**src/rtl/hazard_ctrl.sv**
```systemverilog
// Hazard/flush controller for the 5-stage MIPS core: stalls, bubbles, flushes and forwarding selects.
// Optional saturating stall/flush statistics when HAZARD_STATS_EN is defined.
module hazard_ctrl #(
    parameter int REG_AW     = 5,
    parameter int BR_PENALTY = 1,
    parameter int STAT_W     = 16
) (
    input  logic              i_clk,
    input  logic              i_reset_n,
    input  logic [REG_AW-1:0] i_id_rs,
    input  logic [REG_AW-1:0] i_id_rt,
    input  logic              i_id_uses_rs,
    input  logic              i_id_uses_rt,
    input  logic [REG_AW-1:0] i_id_dest,
    input  logic              i_id_regwrite,
    input  logic              i_id_memread,
    input  logic              i_id_jr,
    input  logic              i_id_jump,
    input  logic              i_ex_br_taken,
    input  logic              i_mem_ready,
    output logic              o_pc_stall,
    output logic              o_ifid_stall,
    output logic              o_ifid_flush,
    output logic              o_idex_bubble,
    output logic              o_pipe_freeze,
    output logic [1:0]        o_fwd_a,
    output logic [1:0]        o_fwd_b,
    output logic              o_jr_fwd
`ifdef HAZARD_STATS_EN
    ,
    output logic [STAT_W-1:0] o_stall_cnt,
    output logic [STAT_W-1:0] o_flush_cnt
`endif
);

    typedef struct packed {
        logic [REG_AW-1:0] rd;
        logic              wr;
        logic              load;
        logic [REG_AW-1:0] rs;
        logic [REG_AW-1:0] rt;
    } ex_sb_t;

    // Later stages only need the fields that are still consulted there.
    typedef struct packed {
        logic [REG_AW-1:0] rd;
        logic              wr;
        logic              load;
    } mem_sb_t;

    typedef struct packed {
        logic [REG_AW-1:0] rd;
        logic              wr;
    } wb_sb_t;

    typedef enum logic [1:0] {RUN, STALL, FLUSH} state_t;

    ex_sb_t  r_ex;
    mem_sb_t r_mem;
    wb_sb_t  r_wb;
    state_t  r_state, w_next_state;
    logic [1:0] r_cnt, w_next_cnt;
    logic w_load_use, w_jr_haz;

    function automatic logic hit(input logic v, input logic [REG_AW-1:0] a,
                                 input logic [REG_AW-1:0] b);
        return v && (a != '0) && (a == b);
    endfunction

    assign w_load_use = (i_id_uses_rs && hit(r_ex.load, r_ex.rd, i_id_rs)) ||
                        (i_id_uses_rt && hit(r_ex.load, r_ex.rd, i_id_rt));
    assign w_jr_haz   = i_id_jr && (hit(r_ex.wr, r_ex.rd, i_id_rs) ||
                                    hit(r_mem.load, r_mem.rd, i_id_rs));
    assign o_jr_fwd   = i_id_jr && !r_mem.load && hit(r_mem.wr, r_mem.rd, i_id_rs) && !w_jr_haz;

    assign o_fwd_a = hit(r_mem.wr, r_mem.rd, r_ex.rs) ? 2'b10 :
                     hit(r_wb.wr,  r_wb.rd,  r_ex.rs) ? 2'b01 : 2'b00;
    assign o_fwd_b = hit(r_mem.wr, r_mem.rd, r_ex.rt) ? 2'b10 :
                     hit(r_wb.wr,  r_wb.rd,  r_ex.rt) ? 2'b01 : 2'b00;

    always_comb begin
        o_pc_stall    = 1'b0;
        o_ifid_stall  = 1'b0;
        o_ifid_flush  = 1'b0;
        o_idex_bubble = 1'b0;
        o_pipe_freeze = 1'b0;
        w_next_state  = r_state;
        w_next_cnt    = r_cnt;
        if (!i_reset_n) begin
            w_next_state = RUN;
        end else if (!i_mem_ready) begin
            o_pipe_freeze = 1'b1;
            o_pc_stall    = 1'b1;
            o_ifid_stall  = 1'b1;
        end else if (r_state == FLUSH && r_cnt != 2'd0) begin
            o_ifid_flush  = 1'b1;
            o_idex_bubble = 1'b1;
            w_next_cnt    = r_cnt - 2'd1;
        end else if (i_ex_br_taken) begin
            o_ifid_flush  = 1'b1;
            o_idex_bubble = 1'b1;
            w_next_state  = FLUSH;
            w_next_cnt    = 2'(BR_PENALTY - 1);
        end else if (w_load_use || w_jr_haz) begin
            // STALL re-enters here each cycle, so a hazard that persists keeps stalling.
            o_pc_stall    = 1'b1;
            o_ifid_stall  = 1'b1;
            o_idex_bubble = 1'b1;
            w_next_state  = STALL;
        end else begin
            o_ifid_flush  = i_id_jump;
            w_next_state  = RUN;
        end
    end

    always_ff @(posedge i_clk or negedge i_reset_n) begin
        if (!i_reset_n) begin
            r_state <= RUN;
            r_cnt   <= 2'd0;
            r_ex    <= '0;
            r_mem   <= '0;
            r_wb    <= '0;
        end else if (i_mem_ready) begin
            r_state <= w_next_state;
            r_cnt   <= w_next_cnt;
            if (o_idex_bubble) begin
                r_ex <= '0;
            end else begin
                r_ex <= '{rd: i_id_dest, wr: i_id_regwrite, load: i_id_memread,
                          rs: i_id_rs, rt: i_id_rt};
            end
            r_mem <= '{rd: r_ex.rd, wr: r_ex.wr, load: r_ex.load};
            r_wb  <= '{rd: r_mem.rd, wr: r_mem.wr};
        end
    end

`ifdef HAZARD_STATS_EN
    logic [STAT_W-1:0] r_stall_cnt, r_flush_cnt;

    // A bubble without a flush can only come from a hazard stall.
    always_ff @(posedge i_clk or negedge i_reset_n) begin
        if (!i_reset_n) begin
            r_stall_cnt <= '0;
            r_flush_cnt <= '0;
        end else begin
            if (o_idex_bubble && !o_ifid_flush && r_stall_cnt != '1)
                r_stall_cnt <= r_stall_cnt + 1'b1;
            if (o_ifid_flush && r_flush_cnt != '1)
                r_flush_cnt <= r_flush_cnt + 1'b1;
        end
    end

    assign o_stall_cnt = r_stall_cnt;
    assign o_flush_cnt = r_flush_cnt;
`endif

endmodule

```
**config.mk**
```make
export PLATFORM = sky130hd
export DESIGN_NAME = hazard_ctrl
export DESIGN_NICKNAME = d
export VERILOG_FILES = /design/src/rtl/hazard_ctrl.sv
export SDC_FILE = /design/constraint.sdc
export NUM_CORES = 1
export LEC_CHECK = 0
export BUFFER_PORTS_ARGS = -buffer_cell sky130_fd_sc_hd__buf_2
export CAP_MARGIN = 10
export CORE_MARGIN = 3
export CORE_UTILIZATION = 30
export DETAILED_ROUTE_END_ITERATION = 7
export PLACE_DENSITY = 0.48
export SKIP_LAST_GASP = 1
export SLEW_MARGIN = 20
export SYNTH_ARGS = -nofsm -noshare
export SYNTH_HDL_FRONTEND = slang
export SYNTH_SLANG_ARGS = --single-unit
export TNS_END_PERCENT = 100
```
**constraint.sdc**
```tcl
create_clock -name i_clk -period 2.4 [get_ports i_clk]
set_input_delay 0.24 -clock i_clk [delete_from_list [all_inputs] [get_ports i_clk]]
set_output_delay 0.24 -clock i_clk [all_outputs]
set_load 0.05 [all_outputs]
```
-- Word-level counts from Yosys, hierarchy flattened
Cells that the tools add are included.
- add/subtract/negate cells: 1
- equality and inequality tests: 9
- multiplexer cells: 27
- reduce and logical (&&, ||, !) cells: 33
- operators with widths (cell ; count):
    5-bit == test ; 7
    1-bit logical AND ; 21
    1-bit 2-to-1 mux ; 19
    17-bit 2-to-1 mux ; 1
    5-bit nonzero test ; 3
    2-bit 2-to-1 mux ; 7
    2-bit nonzero test ; 2
    1-bit logical OR ; 3
    3-bit AND reduction ; 1
    2-bit == test, second input constant ; 1
    1-bit zero test ; 2
    2-bit != test, second input constant ; 1
    2-bit AND reduction ; 1
    2-bit by 1-bit subtractor with 2-bit output, second input constant ; 1
- register bits: 34
- input port bits: 25
- word-level logic and storage cells: 82

-- Depth between registers and ports, before layout
- depth in word-level cells: 12
- gate-level depth with buffers: 8
- mapped depth without buffers: 7

-- Least setup slack after synthesis
OpenSTA, ideal clock, no wires.
- path kind: flip-flop to output port
- start: register r_mem[2] (netlist bit)
- end: output o_fwd_a[0]
- arrival: 3.168 ns
- data required time: 2.160 ns
- path slack: -1.008 ns
- cell stages (with the launch flop): 7
- path buffers: 1
- cell sequence: dfrtp_1 -> clkbuf_1 -> nor3_1 -> nand2_1 -> nand2_1 -> nor4_1 -> nor4_1
- longest elaborated chain between the ends: 4
- elaborated cells between the ends (all ways): 5
- classes of those cells: 1 x eq/ne; 1 x mux; 3 x reduce/logical
- ends and longest elaborated chain (item ; line ; RTL):
    start, declared ; 59 ; mem_sb_t r_mem;
    start signal, assigned ; 132 ; r_mem <= '{rd: r_ex.rd, wr: r_ex.wr, load: r_ex.load};
    5-bit nonzero test ; 67 ; return v && (a != '0) && (a == b);
    1-bit logical AND ; 67 ;
    1-bit logical AND (*) ; 67 ;
    2-bit 2-to-1 mux (*) ; 76 ; assign o_fwd_a = hit(r_mem.wr, r_mem.rd, r_ex.rs) ? 2'b10 :
    end, declared ; 26 ; output logic [1:0] o_fwd_a,
Every way passes the cells marked *; elsewhere a longest branch is shown, timed or not.

-- Final worst setup path
- start: register r_ex[13] (netlist bit)
- end: output o_idex_bubble
- longest elaborated chain between the ends: 11
- elaborated cells between the ends (all ways): 19
- classes of those cells: 2 x eq/ne; 5 x mux; 12 x reduce/logical
- ends and longest elaborated chain (item ; line ; RTL):
    start, declared ; 58 ; ex_sb_t r_ex;
    start signal, assigned ; 129 ; r_ex <= '{rd: i_id_dest, wr: i_id_regwrite, load: i_id_memread,
    5-bit nonzero test ; 67 ;
    1-bit logical AND (2 in a row) ; 67 ;
    1-bit logical AND, or another cell as far along ; 70 ; assign w_load_use = (i_id_uses_rs && hit(r_ex.load, r_ex.rd, i_id_rs)) ||
    1-bit logical OR or 1-bit logical AND (tied branches) ; 70, 72 ;
    1-bit logical OR (*) ; 104 ; end else if (w_load_use || w_jr_haz) begin
    1-bit 2-to-1 mux (*) ; 104 ;
    1-bit 2-to-1 mux (*) ; 99 ; end else if (i_ex_br_taken) begin
    1-bit 2-to-1 mux (*) ; 95 ; end else if (r_state == FLUSH && r_cnt != 2'd0) begin
    1-bit 2-to-1 mux (*) ; 91 ; end else if (!i_mem_ready) begin
    1-bit 2-to-1 mux (*) ; 89 ; if (!i_reset_n) begin
    end, declared ; 24 ; output logic o_idex_bubble,
Marks and branches as above.

==> out/qor.yml <==
place:
  routabilityCongestion: 0.789
  hpwl_mm: 3.82
  place_inst: 295
  port_buffers: 34
  placed_cell_area_mm2: 0.00230
yosys:
  synth_edf_count: 0
  netlist_instances: 190
  async_flop_share_pct: 100
  ys_seq_elements: 34
  netlist_area_mm2: 0.00201
  synth_ff_type: "dfrtp_1"
  syn_nets: 216
  ys_seq_area_share_pct: 42.3
  yosysWarnings: 0
  syn_area_per_cell_um2: 10.6
  yosysUniqueCellTypes: 35
run_status:
  status: "finished, final reports clean"
power_and_ir_drop:
  peakVddDrop_v: 0.000299
  powerDensity_mw_per_mm2: 694
  p_leak_nw: 1.05
timing:
  fmax_mhz: 435
  period_needed_ns: 2.30
  worst_pin_slew_ns: 0.960
  max_slew_margin_pct: 35.8
  drv_slew: 0
  timing.final.crit_share_pct: 95.9
  rsz0062_at_grt: "yes"
  setup_violations: 0
  hold_violations: 0
  clock_skew_ns: 0.00546
grt:
  use_met2_pct: 23.2
  grt.total_usage_pct: 14.7
  grt_pass1_wl_mm: 8.64
  grt_max_degree: 27
  met1_usage_pct: 20.4
  grt_pass1_vias: 1629
  overflow: 0
  top_usage_layer: "met2"
  met3_usage_pct: 2.82
  antenna_found_initial: 0
setup_path:
  crit_fanout: 5
  cp.required_ns: 2.16
  cp-start-kind: "register"
  cp.arrival_ns: 2.06
  critical_path_class: "reg -> out"
  worstSetupEndpointType: "output port"
floorplan:
  dieArea_mm2: 0.00773
  start_util_pct: 31.3
  fp-row-count: 29
  core_area_mm2: 0.00642
  die_h_um: 87.9
  io_pins: 35
  die_w_um: 87.9
route:
  ant_nets: 0
  wl_per_cell_um: 16.9
  drcViolationCount: 0
  drt_wl_total_mm: 5.13
  drt_iter0_drc: 76
  vias: 1562
  viasPerCell: 5.14
  drtPass1Iterations: 4
layout:
  fin_cells: 304
  n_antenna_cell: 0
  final_area_mm2: 0.00243
  fin_util_pct: 37.9
  drive_gt1_share_pct: 32.6
  areaGrowthSynthToFinish_pct: 20.9
  fin_nets: 252
clock_network:
  clock_path_buffers: 2
  path_clk_slew_ns: 0.07
  clock_sinks: 34
  clk_latency_ns: 0.28
  cts_tree: "done"
  root_buffer: "clkbuf_8"
  numCtsBuffers: 5
  htree_levels: 2
run:
  max_cap_violations: 0
min_path:
  hold_path_class: "in -> reg"
==> stage by stage <==
step	setup slack, ns	power (mW)	setup TNS, ns	hold slack [ns]
floorplan	-0.0776	1.11	-0.202	-0.0556
global placement	0.334	1.25	0	0.151
detailed placement	0.313	1.26	0	0.147
CTS	-0.000435	1.71	-0.000435	0.181
global route	-0.0277	1.80	-0.0533	0.198
finish	0.0986	1.69	0	0.187
==> synthesized netlist by cell type (2+ instances only) <==
library cell / number / area, µm²
a21oi_1: 2 / 10.0
a221o_1: 17 / 170
and2_1: 18 / 113
clkbuf_1: 8 / 30.0
dfrtp_1: 34 / 851
inv_1: 4 / 15.0
mux2_2: 13 / 146
nand2_1: 12 / 45.0
nand3_1: 7 / 35.0
nor2_1: 5 / 18.8
nor3_1: 5 / 25.0
nor4_1: 4 / 25.0
o21ai_0: 3 / 15.0
o22ai_1: 2 / 12.5
or4_1: 3 / 22.5
xnor2_1: 21 / 184
xor2_1: 14 / 123
==> worst max-delay path: stages (launching register included) <==
cell and delay, ns:
dfrtp_2 0.45, or4_4 0.56, nor2_4 0.15, nor4_4 0.08, nor3_2 0.24, a21oi_1 0.09
buf_2 0.22
==> routing by layer <==
metal | share of wire [%] | vias up
li1 | - | 766
met1 | 49 | 764
met2 | 46 | 24
met3 | 2.7 | 8
met4 | 1.5 | 0
met5 | 0 | -
==> what timing repair did <==
item / in CTS / in global routing
endpoints found under the setup margin: 3 / 4
pin swaps: 0 / 0
setup buffers: 0 / 0
hold buffers: 1 / 0
hold endpoints to repair: 9 / 0
resized for setup: 3 / 4
==> cells in the final DEF, fill, tap and decap left out, types with 3 or more instances in the layout <==
| master | count |
|---|---|
| nand3_1 | 7 |
| xnor2_1 | 21 |
| nor2_1 | 4 |
| buf_2 | 33 |
| nor3_1 | 3 |
| mux2_2 | 13 |
| or4_1 | 3 |
| buf_4 | 7 |
| clkbuf_8 | 6 |
| inv_1 | 4 |
| nor4_2 | 4 |
| xor2_1 | 14 |
| a221o_1 | 17 |
| nand2_1 | 12 |
| dfrtp_1 | 33 |
| and2_1 | 18 |
| o21ai_0 | 3 |
==> where the power goes <==
part	switching (mW)	total, mW	internal, mW
logic	0.234	0.463	0.229
clock network	0.207	0.438	0.231
registers	0.126	0.788	0.662
==> kinds of logic after synthesis <==
family	count (synthesis)	share of synthesized area (%)
simple gates	62	18.6
fa+ha+maj	1	0.621
flops	34	42.3
buf+inv	16	3.60
mux	13	7.27
compound gates	29	12.4
xor+xnor	35	15.2
==> final cells by class <==
class	instances	area (µm²)
Timing Repair Buffer	41	228
Clock inverter	1	5.00
Inverter	4	15.0
Tap cell	77	96.3
Sequential cell	34	852
Fill cell	649	3990
Multi-Input combinational cell	140	1150
Clock buffer	7	86.3
==> flip-flops by register name, indices dropped and copies added, names as in the netlist <==
name,cells
r_wb,6
r_cnt,2
r_state,2
r_mem,7
r_ex,17
==> final timing paths <==
path,startpoint,cells past startpoint,end,slack (ns)
setup / recovery,r_ex[13],6,o_idex_bubble,0.1
hold / removal,i_id_dest[3],2,r_ex[15],0.19
setup reg to reg,r_ex[13],6,r_ex[9],0.37
hold reg to reg,r_state[0],1,r_state[0],0.53
max in group asynchronous,i_reset_n,3,r_ex[13],1.34
min in group asynchronous,i_reset_n,2,r_mem[1],0.39
(Power assumes the default switching activity.)
